**config.mk**
```make
export PLATFORM = sky130hd
export DESIGN_NAME = param_event_stamper
export DESIGN_NICKNAME = d
export VERILOG_FILES = /design/src/rtl/stamper_pkg.sv /design/src/rtl/stamp_fifo.sv /design/src/rtl/param_event_stamper.sv
export SDC_FILE = /design/constraint.sdc
export NUM_CORES = 1
export LEC_CHECK = 0
export ABC_CLOCK_PERIOD_IN_PS = 6500
export CAP_MARGIN = 20
export CORE_ASPECT_RATIO = 1.75
export CORE_MARGIN = 2
export CORE_UTILIZATION = 65
export CTS_BUF_LIST = sky130_fd_sc_hd__clkbuf_2
export DETAILED_ROUTE_END_ITERATION = 12
export PLACE_DENSITY = 0.87
export SKIP_LAST_GASP = 1
export SLEW_MARGIN = 25
export SYNTH_ARGS = -nofsm -noshare
export SYNTH_HDL_FRONTEND = slang
export SYNTH_HIERARCHICAL = 1
export SYNTH_SLANG_ARGS = --single-unit
```
**constraint.sdc**
```tcl
create_clock -name clk -period 6.5 [get_ports clk]
set_input_delay 1.3 -clock clk [delete_from_list [all_inputs] [get_ports clk]]
set_output_delay 1.3 -clock clk [all_outputs]
set_load 0.005 [all_outputs]
```
**src/rtl/stamper_pkg.sv**
```systemverilog
// Shared constants for the event stamper: edge-selection codes, entry width
// and the saturation limit of the dropped-event counter.
package stamper_pkg;

  localparam int EDGE_RISE = 0;
  localparam int EDGE_FALL = 1;
  localparam int EDGE_BOTH = 2;

  localparam int CNT_W_DEF = 32;
  localparam int ENTRY_W   = 2*CNT_W_DEF + 1;
  localparam int LOST_MAX  = 255;

  // Entry layout is {timestamp, delta, first}.
  function automatic int entry_width(input int cnt_w);
    return 2*cnt_w + 1;
  endfunction

endpackage

```
**src/rtl/stamp_fifo.sv**
```systemverilog
// Synchronous first-word-fall-through FIFO; pointers carry a wrap bit so that
// full and empty are told apart without a separate occupancy counter.
module stamp_fifo #(
  parameter int WIDTH = 65,
  parameter int DEPTH = 8
) (
  input  logic                   clk,
  input  logic                   rst_,
  input  logic                   push,
  input  logic [WIDTH-1:0]       wdata,
  input  logic                   pop,
  output logic [WIDTH-1:0]       rdata,
  output logic                   full,
  output logic                   empty,
  output logic [$clog2(DEPTH):0] level
);

  localparam int AW = $clog2(DEPTH);

  logic [WIDTH-1:0] mem [DEPTH];
  logic [AW:0]      wr_ptr;
  logic [AW:0]      rd_ptr;
  logic             do_pop;
  logic             do_push;

  assign do_pop  = pop && !empty;
  // A push into a full FIFO is legal only when the head leaves in the same cycle.
  assign do_push = push && (!full || do_pop);

  always_ff @(posedge clk or negedge rst_) begin
    if (!rst_) begin
      wr_ptr <= '0;
      rd_ptr <= '0;
      for (int i = 0; i < DEPTH; i++) mem[i] <= '0;
    end else begin
      if (do_push) begin
        mem[wr_ptr[AW-1:0]] <= wdata;
        wr_ptr              <= wr_ptr + (AW+1)'(1);
      end
      if (do_pop) rd_ptr <= rd_ptr + (AW+1)'(1);
    end
  end

  assign empty = (wr_ptr == rd_ptr);
  assign full  = (wr_ptr[AW] != rd_ptr[AW]) && (wr_ptr[AW-1:0] == rd_ptr[AW-1:0]);
  assign level = wr_ptr - rd_ptr;
  assign rdata = mem[rd_ptr[AW-1:0]];

endmodule

```
**src/rtl/param_event_stamper.sv**
```systemverilog
// Timestamps synchronized edges of evt_in against cnt_in, records the interval
// since the previous reported event and queues the result for a consumer.
module param_event_stamper
  import stamper_pkg::*;
#(
  parameter int CNT_W       = 32,
  parameter int DEPTH       = 8,
  parameter int SYNC_STAGES = 2,
  parameter int EDGE_MODE   = EDGE_RISE
) (
  input  logic                   clk,
  input  logic                   rst_,
  input  logic [CNT_W-1:0]       cnt_in,
  input  logic                   evt_in,
  input  logic                   clr_ovf,
  output logic [CNT_W-1:0]       ts_data,
  output logic [CNT_W-1:0]       ts_delta,
  output logic                   ts_first,
  output logic                   ts_valid,
  input  logic                   ts_ready,
  output logic [$clog2(DEPTH):0] fifo_level,
  output logic                   ovf,
  output logic [7:0]             lost_cnt
);

  localparam int EW = entry_width(CNT_W);

  logic [SYNC_STAGES-1:0] sync_q;
  logic                   sync_prev;
  logic                   evt_s;
  logic                   det;
  logic                   pop;
  logic                   full;
  logic                   empty;
  logic                   accept;
  logic                   drop;
  logic [CNT_W-1:0]       last_cap;
  logic                   has_evt;
  logic [CNT_W-1:0]       delta;
  logic [EW-1:0]          wdata;
  logic [EW-1:0]          rdata;

  assign evt_s = sync_q[SYNC_STAGES-1];

  always_ff @(posedge clk or negedge rst_) begin
    if (!rst_) begin
      sync_q    <= '0;
      sync_prev <= 1'b0;
    end else begin
      sync_q    <= {sync_q[SYNC_STAGES-2:0], evt_in};
      sync_prev <= evt_s;
    end
  end

  always_comb begin
    det = 1'b0;
    if (EDGE_MODE == EDGE_FALL)      det = !evt_s && sync_prev;
    else if (EDGE_MODE == EDGE_BOTH) det = evt_s ^ sync_prev;
    else                             det = evt_s && !sync_prev;
  end

  assign pop    = ts_valid && ts_ready;
  assign accept = det && (!full || pop);
  assign drop   = det && full && !pop;
  assign delta  = has_evt ? (cnt_in - last_cap) : '0;
  assign wdata  = {cnt_in, delta, !has_evt};

  // The delta reference only moves on accepted pushes, so deltas chain between reported entries.
  always_ff @(posedge clk or negedge rst_) begin
    if (!rst_) begin
      last_cap <= '0;
      has_evt  <= 1'b0;
    end else if (accept) begin
      last_cap <= cnt_in;
      has_evt  <= 1'b1;
    end
  end

  // A drop coinciding with a clear wins, leaving one lost event on record.
  always_ff @(posedge clk or negedge rst_) begin
    if (!rst_) begin
      ovf      <= 1'b0;
      lost_cnt <= '0;
    end else if (drop) begin
      ovf      <= 1'b1;
      if (clr_ovf)                       lost_cnt <= 8'd1;
      else if (lost_cnt != 8'(LOST_MAX)) lost_cnt <= lost_cnt + 8'd1;
    end else if (clr_ovf) begin
      ovf      <= 1'b0;
      lost_cnt <= '0;
    end
  end

  stamp_fifo #(
    .WIDTH (EW),
    .DEPTH (DEPTH)
  ) u_fifo (
    .clk   (clk),
    .rst_  (rst_),
    .push  (accept),
    .wdata (wdata),
    .pop   (pop),
    .rdata (rdata),
    .full  (full),
    .empty (empty),
    .level (fifo_level)
  );

  assign {ts_data, ts_delta, ts_first} = rdata;
  assign ts_valid = !empty;

endmodule

```
---- After elaboration in Yosys (flattened, before gate mapping) ----
Index checks and enable logic that the tools add are counted.
cells by class
  add/sub/neg operators ................... 5
  $lt $le $gt $ge ......................... 3
  equality and inequality tests ........... 4
  multiplexer cells ....................... 13
  bitwise gates (word level) .............. 2
  reduce and logical (&&, ||, !) cells .... 19
operators by type and width
  cell                                                         count
  bitwise mux 520 bit                                          1
  binary-select mux 65 bit (select 3 bit)                      1
  demux 65 bit (select 3 bit)                                  1
  two-way mux 65 bit                                           3
  two-way mux 32 bit                                           1
  two-way mux 8 bit                                            4
  subtractor 32 bit                                            1
  logical AND 1 bit                                            9
  adder 4 x 1 -> 4 bit (second input constant)                 2
  adder 8 x 1 -> 8 bit (second input constant)                 1
  greater-or-equal comparator 4 bit (second input constant)    2
  != test 8 bit (second input constant)                        1
  inverter 3 -> 4 bit                                          2
  logical NOT 1 bit                                            5
  equality test 4 bit                                          1
  less-than comparator 4 x 1 -> 1 bit (second input constant)  1
  nonzero test 2 bit                                           2
  subtractor 4 bit                                             1
  equality test 3 bit                                          1
  logical OR 1 bit                                             2
  two-way mux 1 bit                                            2
  AND reduction 2 bit                                          1
  != test 1 bit                                                1
word-level totals
  register bits ........................... 573
  input bits .............................. 37
  logic and storage cells ................. 62

---- Logic depth before layout (Yosys ltp) ----
  depth after elaboration ................. 7
  gate-level depth with buffers ........... 16
  mapped depth without buffers ............ 11

---- By module ----
Netlist, hierarchy kept.
modules (own cells, without submodules)
  module               instances  cells an instance  area an instance (um^2)  seq. area each (um^2)
  stamp_fifo           1          1,524              24,931.4                 13,212.7
  param_event_stamper  1          475                3,811.2                  1,126.1

---- Worst setup path before layout ----
No wires, ideal clock.
  path type ............................... reg-to-reg
  start ................................... register u_fifo.rd_ptr[1]
  end ..................................... register u_fifo/mem[404] in the netlist's numbering
  library setup time ...................... 0.125 ns
  arrival time ............................ 3.927 ns
  required time ........................... 6.375 ns
  slack ................................... 2.448 ns
  cell stages (with the launch flop) ...... 17
  buffers on the path ..................... 6
  path through ............................ dfrtp_1 clkbuf_1 clkbuf_1 clkbuf_1 inv_1 ha_1 nand4_1 inv_1 nor2b_1 nor2b_1 nor2_1 clkbuf_1 and2b_1 nand4b_4 buf_12 buf_12 mux2_4
between the ends
  longest elaborated chain between the ends .. 6
  elaborated cells between the ends (all ways) .. 11
RTL lines
  item                            RTL line                    source
  start: declaration              stamp_fifo.sv:22            logic [AW:0] rd_ptr;
  start signal: assignment        stamp_fifo.sv:40            if (do_pop) rd_ptr <= rd_ptr + (AW+1)'(1);
  equality test 4 bit             stamp_fifo.sv:44            assign empty = (wr_ptr == rd_ptr);
  net empty                       param_event_stamper.sv:34   logic empty;
  logical NOT 1 bit               param_event_stamper.sv:110  assign ts_valid = !empty;
  logical AND 1 bit               param_event_stamper.sv:62   assign pop = ts_valid && ts_ready;
  net pop                         param_event_stamper.sv:32   logic pop;
  logical OR 1 bit                param_event_stamper.sv:63   assign accept = det && (!full || pop);
  logical AND 1 bit               param_event_stamper.sv:63
  net accept                      param_event_stamper.sv:35   logic accept;
  logical AND 1 bit               stamp_fifo.sv:28            assign do_push = push && (!full || do_pop);
  end signal: indexed assignment  stamp_fifo.sv:37            mem[wr_ptr[AW-1:0]] <= wdata;
  end: declaration                stamp_fifo.sv:20            logic [WIDTH-1:0] mem [DEPTH];
The timed path passes the listed nets, and every way through them passes these cells.
A chain may end at the register's enable or synchronous reset.

---- Final worst setup path ----
  start ................................... register u_fifo.rd_ptr[0]
  end ..................................... output port ts_first
between the ends
  longest elaborated chain between the ends .. 4
RTL lines
  item                                                   RTL line                   source
  inverter 3 -> 4 bit (implied by the code)              stamp_fifo.sv:47           assign rdata = mem[rd_ptr[AW-1:0]];
  binary-select mux 65 bit (select 3 bit)                stamp_fifo.sv:47
  two-way mux 65 bit (implied by the code) (2 in a row)  stamp_fifo.sv:47
  end: declaration                                       param_event_stamper.sv:18  output logic ts_first,
Every way passes these cells. The select of a mux whose other input is x is not followed.

==> impl_metrics.csv <==
group,metric,value,unit
layout,layout-drive-gt1-share,40.2,%
die,num_rows,102,
placed_design,gp_congestion,0.934,
power_and_ir_drop,peakVddDrop,777,uV
clock_tree,cts_tree,"built",
timing,fin_setup_tns,0,ns
global_routing,grtUsageTotal,30.2,%
clock_tree,numCtsBuffers,130,
worst_setup_path,reg2reg_to,"u_fifo/mem[163]$_DFFE_PN0P_",
timing,fin_crit_sh,83.1,%
worst_setup_path,worstReg2RegStart,"u_fifo/wr_ptr[0]$_DFFE_PN0P_",
worst_setup_path,setup.worst_path.end_class,"output port",
drt,drt-pass1-iter-count,6,
run,cap_violations,0,
synthesis,async_flop_share,100,%
global_routing,grt_max_degree,187,
timing,max_freq,185,MHz
layout,design_area,31000,um^2
worst_hold_path,hold_path_class,"in -> async",
drt,wl_met1,25000,um
placed_design,place_area,29800,um^2
timing,rsz0062_at_grt,"no",
worst_setup_path,worstPathRequired,5.20,ns
layout,area_delta_synth_final,7.84,%
synthesis,yosysWarnings,6,
placed_design,io_buffer_count,115,
drt,first_iter_violations,1226,
drt,antenna_left,0,
worst_setup_path,start_kind,"flop",
clock_tree,cts-root-buf,"clkbuf_2",
timing,hold_viol,0,
drt,detail_route.vias_per_cell,6.20,
worst_setup_path,crit_fanout,44,
die,ios,116,
synthesis,synth_nets,2076,
drt,wirelength,66300,um
drt,wire_per_inst,23.7,um
synthesis,synth.top_cell.area_share,49.9,%
timing,slew_violations,0,
global_routing,overflow,0,
synthesis,synth_cell_types,71,
timing,worstMarginPinSlew,1.10,ns
die,initial_core_util,65.5,%
global_routing,grt_pass1_wl,106000,um
clock_tree,clock_path_buffers,3,
layout,nets,2226,
synthesis,yosysTopAreaCell,"dfrtp_1",
synthesis,syn-instance-count,1999,
synthesis,yosysMostFrequentCell,"dfrtp_1",
power_and_ir_drop,power_density,517,nW/um^2
drt,met3_length,3250,um
clock_tree,post-cts-setup-buffers,0,
die,die_h,282,um
clock_tree,cts_sinks,573,
synthesis,yosysSeqAreaShare,49.9,%
drt,drc,0,
outcome,status,"complete, no violations",
synthesis,synth_edf_count,0,
synthesis,avgSynthCellArea,14.4,um^2
clock_tree,worstSkewPairLatency,1.14,ns
global_routing,antenna_found_initial,3,
clock_tree,cts_max_level,4,
global_routing,grt_pass1_vias,19500,
clock_tree,clkSlewWorstSetupHoldPaths,0.11,ns
synthesis,synth_commonest_cells,"dfrtp_1 (573), mux2_2 (310), nand2_1 (251)",
synthesis,ys_ff_latch,573,
placed_design,hpwlAfterDp,41000,um
drt,num_vias,17400,
worst_setup_path,critPathArrivalTime,4.10,ns
timing,skew,0.0855,ns
timing,period_minus_slack,5.40,ns
clock_tree,cts_resized,0,
worst_setup_path,regToRegSetupSlack,1.85,ns
synthesis,syn_area,28700,um^2
timing,slew_headroom,26.8,%
timing,final-setup-viol-count,0,
die,die_area,46000,um^2
die,dieWidth,163,um
worst_setup_path,ff2ff_path_depth,11,
worst_setup_path,critPathKind,"reg -> out",
layout,fillers,2847,
synthesis,yosys-top-cells-area,"dfrtp_1 (50%), mux2_2 (12%), mux2_4 (10%)",
drt,top_layer_used,"met5",
synthesis,synthFlopType,"dfrtp_1",
clock_tree,holdBufCountCts,0,
power_and_ir_drop,cellLeakagePower,14.8,nW
die,coreArea,43900,um^2
drt,wl_met2,35700,um
stage by stage:
| step | hold slack, ns | setup slack [ns] | cells | utilization, % | power, mW |
|---|---|---|---|---|---|
| global placement | 0.334 | 1.54 | 2588 | 67.9 | 13.3 |
| detailed placement | 0.335 | 1.41 | 2588 | 67.9 | 13.7 |
| global route | 0.131 | 0.869 | 2801 | 70.6 | 17.0 |
| floorplan | 0.331 | 2.45 | 1999 | - | 11.1 |
| finish | 0.0990 | 1.10 | 2801 | 70.6 | 16.0 |
| CTS | 0.0642 | 0.955 | 2798 | 70.5 | 16.1 |
how the worst max path moves through the flow:
stage,startpoint,to,depth (start not counted)
after floorplan,u_fifo/rd_ptr[1]$_DFFE_PN0P_,u_fifo/mem[404]$_DFFE_PN0P_,16
after global placement,cnt_in[0],u_fifo/mem[486]$_DFFE_PN0P_,12
after detailed placement,cnt_in[0],u_fifo/mem[291]$_DFFE_PN0P_,12
after CTS,u_fifo/rd_ptr[0]$_DFFE_PN0P_,ts_delta[1],5
after global routing,u_fifo/rd_ptr[0]$_DFFE_PN0P_,ts_delta[1],5
final,u_fifo/rd_ptr[0]$_DFFE_PN0P_,ts_first,5
critical path, stage by stage (launching register included):
cell and delay (ns):
dfrtp_4 0.78, buf_4 0.83, mux4_2 0.59, nand2_1 0.10, nand2_1 0.17, clkdlybuf4s50_1 0.49
cells in the final DEF (no fill, tap or decap), drive strengths merged, types with 3 or more instances in the layout:
cell type,count
xnor2,18
a211oi,7
and3,8
mux2i,7
and2b,3
clkbuf,182
nand2,251
xor2,13
mux2,524
nand4,10
o211ai,5
buf,26
nand2b,10
or4,3
nor3b,4
mux4,130
o21bai,5
nand3b,4
nand3,17
inv,57
nor3,12
bufinv,5
or3,3
a21oi,26
dfrtp,573
clkinv,18
clkdlybuf4s50,114
o21ai,52
o21a,5
a31oi,6
a21o,18
nor2b,4
nor2,43
and2,3
ha,38
power breakdown:
group	switching, mW	leakage (nW)	internal, mW
clock network	1.38	0.877	0.939
logic	3.26	6.87	4.30
registers	0.957	7.09	5.18
layout make-up:
class	count	area, um^2	area share [%]
antenna	2	5.00	0.0161
clock buffer	182	911	2.94
clock inverter	28	241	0.779
inverter	53	199	0.642
multi-input combinational	1251	13100	42.4
sequential	573	14300	46.3
tap	572	716	2.31
timing repair buffer	140	1430	4.60
registers in the layout, summed over array words and instances (netlist names):
name and count:
lost_cnt 8, has_evt 1, u_fifo/wr_ptr 4, u_fifo/mem 520, sync_q 2, sync_prev 1, last_cap 32, ovf 1
u_fifo/rd_ptr 4
logic make-up after synthesis:
logic type / synth area share, %
AOI/OAI and AO/OA: 3.25
xor gates and xnor gates: 0.971
muxes: 33.6
adders and majority gates: 1.79
buffers and inverters: 4.48
DFF: 49.9
and+or+nand+nor: 6.05
layer usage:
layer | global-route usage, % | up-vias
met5 | 0 | -
met4 | 13.7 | 2
met3 | 4.91 | 162
met2 | 53.3 | 559
met1 | 36.5 | 9117
li1 | - | 7534
Power figures use the tool's default switching activity.
